`config.mk`:
```
export PLATFORM = sky130hd
export DESIGN_NAME = parity_tx_ctrl_flat
export DESIGN_NICKNAME = d
export VERILOG_FILES = /design/src/rtl/ptx_pkg.sv /design/src/rtl/parity_tx_ctrl_if.sv /design/src/rtl/parity_tx_ctrl_gen.sv /design/src/rtl/parity_tx_ctrl.sv /design/src/flat_wrapper.sv
export SDC_FILE = /design/constraint.sdc
export NUM_CORES = 1
export LEC_CHECK = 0
export ABC_AREA = 1
export BUFFER_PORTS_ARGS = -buffer_cell sky130_fd_sc_hd__buf_2
export CORE_MARGIN = 3
export CORE_UTILIZATION = 30
export CTS_BUF_LIST = sky130_fd_sc_hd__clkbuf_4
export DETAILED_ROUTE_END_ITERATION = 8
export GPL_TIMING_DRIVEN = 0
export HOLD_SLACK_MARGIN = 0.06
export SLEW_MARGIN = 20
export SYNTH_ARGS = -nofsm -noshare
export SYNTH_HDL_FRONTEND = slang
export SYNTH_SLANG_ARGS = --single-unit
```
`constraint.sdc`:
```
create_clock -name clk -period 2.6 [get_ports clk]
set_input_delay 0.52 -clock clk [delete_from_list [all_inputs] [get_ports clk]]
set_output_delay 0.52 -clock clk [all_outputs]
set_load 0.005 [all_outputs]
```
`src/rtl/ptx_pkg.sv`:
```
`default_nettype none
// ============================================================================
// Module   : ptx_pkg
// Purpose  : Shared state encoding, line levels and counter sizing helper
//            for the parity frame transmitter.
// Revision : 1.0 - initial release
// ============================================================================
package ptx_pkg;

    localparam int STATE_W = 3;

    localparam logic [STATE_W-1:0] S_IDLE   = 3'd0;
    localparam logic [STATE_W-1:0] S_START  = 3'd1;
    localparam logic [STATE_W-1:0] S_DATA   = 3'd2;
    localparam logic [STATE_W-1:0] S_PARITY = 3'd3;
    localparam logic [STATE_W-1:0] S_STOP   = 3'd4;

    typedef enum logic [STATE_W-1:0] {
        IDLE   = S_IDLE,
        START  = S_START,
        DATA   = S_DATA,
        PARITY = S_PARITY,
        STOP   = S_STOP
    } ptx_state_t;

    // Line level while idle / during the start bit
    localparam logic IDLE_LEVEL  = 1'b1;
    localparam logic START_LEVEL = 1'b0;

    // Counter width for a modulo-n counter; never narrower than one bit
    function automatic int ptx_cnt_w(input int n);
        return ($clog2(n) < 1) ? 1 : $clog2(n);
    endfunction

endpackage
`default_nettype wire

```
`src/rtl/parity_tx_ctrl_if.sv`:
```
`default_nettype none
// ============================================================================
// Module   : parity_tx_ctrl_if
// Purpose  : Word handshake and serial-line status bundle for the parity
//            frame transmitter.
// Revision : 1.0 - initial release
// ============================================================================
interface parity_tx_ctrl_if #(
    parameter int DATA_W = 4
) ();
    logic [DATA_W-1:0] in_seq;
    logic              in_valid;
    logic              in_ready;
    logic              serialOut;
    logic              parityBit;
    logic              busy;
    logic              done;

    // Word producer / link monitor side
    modport master (
        output in_seq,
        output in_valid,
        input  in_ready,
        input  serialOut,
        input  parityBit,
        input  busy,
        input  done
    );

    // Transmitter side
    modport slave (
        input  in_seq,
        input  in_valid,
        output in_ready,
        output serialOut,
        output parityBit,
        output busy,
        output done
    );
endinterface
`default_nettype wire

```
`src/rtl/parity_tx_ctrl_gen.sv`:
```
`default_nettype none
// ============================================================================
// Module   : parity_gen
// Purpose  : Even-parity bit of a word (reduction XOR).
// Revision : 1.0 - initial release
// ============================================================================
module parity_gen #(
    parameter int DATA_W = 4
) (
    input  wire logic [DATA_W-1:0] i_data,
    output      logic              o_parity
);
    assign o_parity = ^i_data;
endmodule
`default_nettype wire

```
`src/rtl/parity_tx_ctrl.sv`:
```
`default_nettype none
// ============================================================================
// Module   : parity_tx_ctrl
// Purpose  : Accepts a word over valid/ready and shifts out a serial frame:
//            start bit, data LSB-first, even-parity bit, stop bit. Each bit
//            is held BIT_CYCLES clocks.
// Revision : 1.0 - initial release
// ============================================================================
module parity_tx_ctrl
    import ptx_pkg::*;
#(
    parameter int DATA_W     = 4,
    parameter int BIT_CYCLES = 1
) (
    input wire logic        clk,
    input wire logic        rst,
    parity_tx_ctrl_if.slave bus
);

    localparam int CYC_W = ptx_cnt_w(BIT_CYCLES);
    localparam int BIT_W = ptx_cnt_w(DATA_W);

    localparam logic [CYC_W-1:0] C_CYC_LAST = CYC_W'(BIT_CYCLES - 1);
    localparam logic [CYC_W-1:0] C_CYC_ONE  = CYC_W'(1);
    localparam logic [BIT_W-1:0] C_BIT_LAST = BIT_W'(DATA_W - 1);
    localparam logic [BIT_W-1:0] C_BIT_ONE  = BIT_W'(1);

    ptx_state_t        r_state;
    logic [DATA_W-1:0] r_shift;
    logic              r_parity;
    logic              r_serial;
    logic [CYC_W-1:0]  r_cyc;
    logic [BIT_W-1:0]  r_bit;

    logic              w_parity;
    logic              w_slot_end;
    logic [DATA_W-1:0] w_shift_next;

    parity_gen #(.DATA_W(DATA_W)) u_parity_gen (
        .i_data   (bus.in_seq),
        .o_parity (w_parity)
    );

    // Last clock of the current bit slot
    assign w_slot_end   = (r_cyc == C_CYC_LAST);
    assign w_shift_next = r_shift >> 1;

    assign bus.in_ready  = (r_state == IDLE);
    assign bus.busy      = (r_state != IDLE);
    assign bus.done      = (r_state == STOP) && w_slot_end;
    assign bus.serialOut = r_serial;
    assign bus.parityBit = r_parity;

    // Frame sequencer; the serial line is registered and loaded with the
    // level of the slot being entered so it changes on the same edge as state
    always_ff @(posedge clk or posedge rst) begin
        if (rst) begin
            r_state  <= IDLE;
            r_shift  <= '0;
            r_parity <= 1'b0;
            r_serial <= IDLE_LEVEL;
            r_cyc    <= '0;
            r_bit    <= '0;
        end else begin
            case (r_state)
                IDLE: begin
                    r_serial <= IDLE_LEVEL;
                    if (bus.in_valid) begin
                        r_shift  <= bus.in_seq;
                        r_parity <= w_parity;
                        r_serial <= START_LEVEL;
                        r_cyc    <= '0;
                        r_state  <= START;
                    end
                end
                START: begin
                    if (w_slot_end) begin
                        r_cyc    <= '0;
                        r_bit    <= '0;
                        r_serial <= r_shift[0];
                        r_state  <= DATA;
                    end else begin
                        r_cyc <= r_cyc + C_CYC_ONE;
                    end
                end
                DATA: begin
                    if (w_slot_end) begin
                        r_cyc   <= '0;
                        r_shift <= w_shift_next;
                        if (r_bit == C_BIT_LAST) begin
                            r_bit    <= '0;
                            r_serial <= r_parity;
                            r_state  <= PARITY;
                        end else begin
                            r_bit    <= r_bit + C_BIT_ONE;
                            r_serial <= w_shift_next[0];
                        end
                    end else begin
                        r_cyc <= r_cyc + C_CYC_ONE;
                    end
                end
                PARITY: begin
                    if (w_slot_end) begin
                        r_cyc    <= '0;
                        r_serial <= IDLE_LEVEL;
                        r_state  <= STOP;
                    end else begin
                        r_cyc <= r_cyc + C_CYC_ONE;
                    end
                end
                STOP: begin
                    r_serial <= IDLE_LEVEL;
                    if (w_slot_end) begin
                        r_cyc   <= '0;
                        r_state <= IDLE;
                    end else begin
                        r_cyc <= r_cyc + C_CYC_ONE;
                    end
                end
                default: begin
                    r_cyc    <= '0;
                    r_serial <= IDLE_LEVEL;
                    r_state  <= IDLE;
                end
            endcase
        end
    end

endmodule
`default_nettype wire

```
`src/flat_wrapper.sv`:
```
// flat-port wrapper written by rule: the top's interface ports become plain ports
module parity_tx_ctrl_flat import ptx_pkg::*;
#(
    parameter int DATA_W     = 4,
    parameter int BIT_CYCLES = 1
)
  (clk, rst, bus_in_seq, bus_in_valid, bus_in_ready, bus_serialOut, bus_parityBit, bus_busy, bus_done);
  parity_tx_ctrl_if #(.DATA_W(DATA_W)) bus_i ();
  input wire logic clk;
  input wire logic rst;
  input wire logic [$bits(bus_i.in_seq)-1:0] bus_in_seq;
  input wire logic [$bits(bus_i.in_valid)-1:0] bus_in_valid;
  output wire logic [$bits(bus_i.in_ready)-1:0] bus_in_ready;
  output wire logic [$bits(bus_i.serialOut)-1:0] bus_serialOut;
  output wire logic [$bits(bus_i.parityBit)-1:0] bus_parityBit;
  output wire logic [$bits(bus_i.busy)-1:0] bus_busy;
  output wire logic [$bits(bus_i.done)-1:0] bus_done;
  assign bus_i.in_seq = bus_in_seq;
  assign bus_i.in_valid = bus_in_valid;
  assign bus_in_ready = bus_i.in_ready;
  assign bus_serialOut = bus_i.serialOut;
  assign bus_parityBit = bus_i.parityBit;
  assign bus_busy = bus_i.busy;
  assign bus_done = bus_i.done;
  parity_tx_ctrl #(.DATA_W(DATA_W), .BIT_CYCLES(BIT_CYCLES)) u_core (.clk(clk), .rst(rst), .bus(bus_i));
endmodule
```
==> out/results.txt <==
Buffers on Ports - 11
die height - 52.6 um
DIE AREA - 2760 um2
Fin Setup TNS - 0 ns
number of synthesized flops with an enable pin - 0
Starting Density - 32.5%
max_slew headroom - 71.8%
initial antenna violation count - 0
Pleak - 0.000441 uW
Yosys top cell by area - dfrtp_1
clock insertion delay at the later pin of the skew report - 0.28 ns
Fmax - 0.568 GHz
PwrDens - 1170 nW/um2
vias in the first global route - 534
IO Pins - 12
GR Overflow Total - 0
CTS tree - yes
Final HPWL DP - 942 um
Die Span X - 52.6 um
Filler cells - 237
final core occ - 38.3%
largest net degree at the start of global routing - 12
mean post-synth cell area - 7.57 um2
H-tree depth - 1
routed wire length - 1240 um
#FFs+latches synth - 11
crit share post-route - 67.8%
slowest stage cell, crit path - dfrtp_1
ys async rst share - 100%
area delta synth->final - 17.9%
clock root buffer - clkbuf_4
final setup vio count - 0
drt via density - 4.55
maximum VDD drop - 0.399 mV
drt wl/cell - 9.66 um
cts bufs inserted - 3
Clock transition at path regs - 0.08 ns
peak per-stage delay on the critical path - 0.38 ns
Synth Flop Type - dfrtp_1
Final Max Tran Viols - 0
top-count cell post-synth - nand2_1
share of post-route cells with drive strength above 1 - 24.8%
# DRC - 0
Max Fanout on Critical Path - 9
Yosys top cell area share - 38.5%
Hold Buf Count CTS - 0
Worst Skew - 0.00935 ns
post_cts resized - 0
synth top area cells - dfrtp_1, nand2_1, nand3_1
Tmin final - 1.76 ns
Routability Congestion - 0.752
total of warnings raised by yosys - 0
gr usage total - 11.5%
Routed Antenna Nets - 0
status - completed
CTS sink count - 11
DRT iter0 DRCs - 8
Worst EP required - 2.08 ns
first-pass GRT wire length - 2300 um
Setup crit start kind - flip-flop
RSZ-0062 raised after global routing - false
worst-case clock buffer depth - 2
most frequent cells after synthesis - nand2_1, nand3_1, dfrtp_1, inv_1, nor2_1
worst slew pin tran - 0.423 ns
Setup crit end kind - output port
Synth cell types - 18
arrival time of the worst setup path - 1.24 ns
Final Hold Violating Endpoints - 0
Post-CTS Setup Repair Bufs - 0
Post-Syn Instances - 86
# diodes - 0
Area after DPL - 739 um2
final instance area - 767 um2
# rows - 16
core footprint - 2000 um2
register area share after synthesis - 42.5%
layout net count - 110
type of the worst setup path - reg2out
worst path cell trace - buf_6 > nor2_2 > nand2_2 > inv_1 > buf_2
vias - 583
Worst R2R Path Depth - 5
total iterations of the first detailed-routing run - 4
worst hold path class - in2async
area of the multi-input gates - 318 um2
Post-Synthesis Net Count - 94
MaxCap Viol Count - 0
FF/Latch Area - 277 um2
Syn Std Cell Area - 651 um2
final cells by class:
type,instances,share of cell area (%)
clock buffers,3,2.94
well taps,27,4.40
multi-input cells,64,41.4
flip-flops and latches,11,36.1
inverters,9,4.40
plain buffers,2,2.94
clock inverters,1,0.653
repair buffers,11,7.18
registers in the layout, summed over array words and instances, names as in the netlist:
signal                count
u_core.r_state            3
u_core.bus.parityBit      1
u_core.r_shift            4
u_core.bus.serialOut      1
u_core.r_bit              2
layer usage:
layer	share of wire, %	vias to the layer above	GRT usage, %	wire length [um]
met3	7.0	4	5.13	86
met5	0	-	0	0
met2	45	18	16.9	556
li1	-	301	-	-
met1	46	260	14.7	572
met4	1.8	0	3.83	22
through the flow:
step | power (uW) | instances | hold WS, ns | worst slack (ns)
2_1_floorplan | 670 | 86 | 0.372 | 1.24
3_3_place_gp | 775 | 124 | 0.484 | 1.13
3_5_place_dp | 787 | 124 | 0.496 | 1.13
4_1_cts | 912 | 128 | 0.232 | 0.823
5_1_grt | 996 | 128 | 0.257 | 0.736
6_report | 899 | 128 | 0.212 | 0.838
layout by cell type, fill, tap and decap left out, types with 2 or more instances in the layout:
cell type / instances
nor2_1: 6
nand2_2: 2
buf_6: 2
inv_1: 9
nand3_1: 12
dfrtp_1: 10
clkbuf_4: 3
o21ai_1: 2
buf_2: 11
nand2_1: 33
logic make-up (layout without fill, tap and decap cells):
kind of cell	Yosys count	count (layout)	synth area share, %
AND/OR/NAND/NOR	59	59	42.7
flip-flops	11	11	42.5
buffers and inverters	11	26	8.65
AO/OA/AOI/OAI	4	4	4.23
adder cells (fa/ha/maj)	1	1	1.92
report_power, final:
group | internal (uW) | switching (uW) | total (uW)
logic | 189 | 270 | 459
registers | 257 | 57.9 | 315
clock network | 57.1 | 66.9 | 124
worst paths after layout:
path | slack (ns) | start | to
worst max-delay path | 0.84 | u_core.r_state[1] | bus_in_ready
worst min-delay path | 0.21 | rst | u_core.r_state[0]
worst max register to register | 1.40 | u_core.r_state[2] | u_core.r_bit[0]
worst min register to register | 0.51 | u_core.r_bit[0] | u_core.r_bit[0]
max in group asynchronous | 2.05 | rst | u_core.bus.serialOut
min in group clk | 0.51 | u_core.r_bit[0] | u_core.r_bit[0]
critical path: cells and delay by family, from the launching register on:
| kind | cells | cell delay, ns |
|---|---|---|
| simple gates | 2 | 0.29 |
| buf+inv | 3 | 0.29 |
| flops | 1 | 0.38 |
Power figures use the tool's default switching activity.
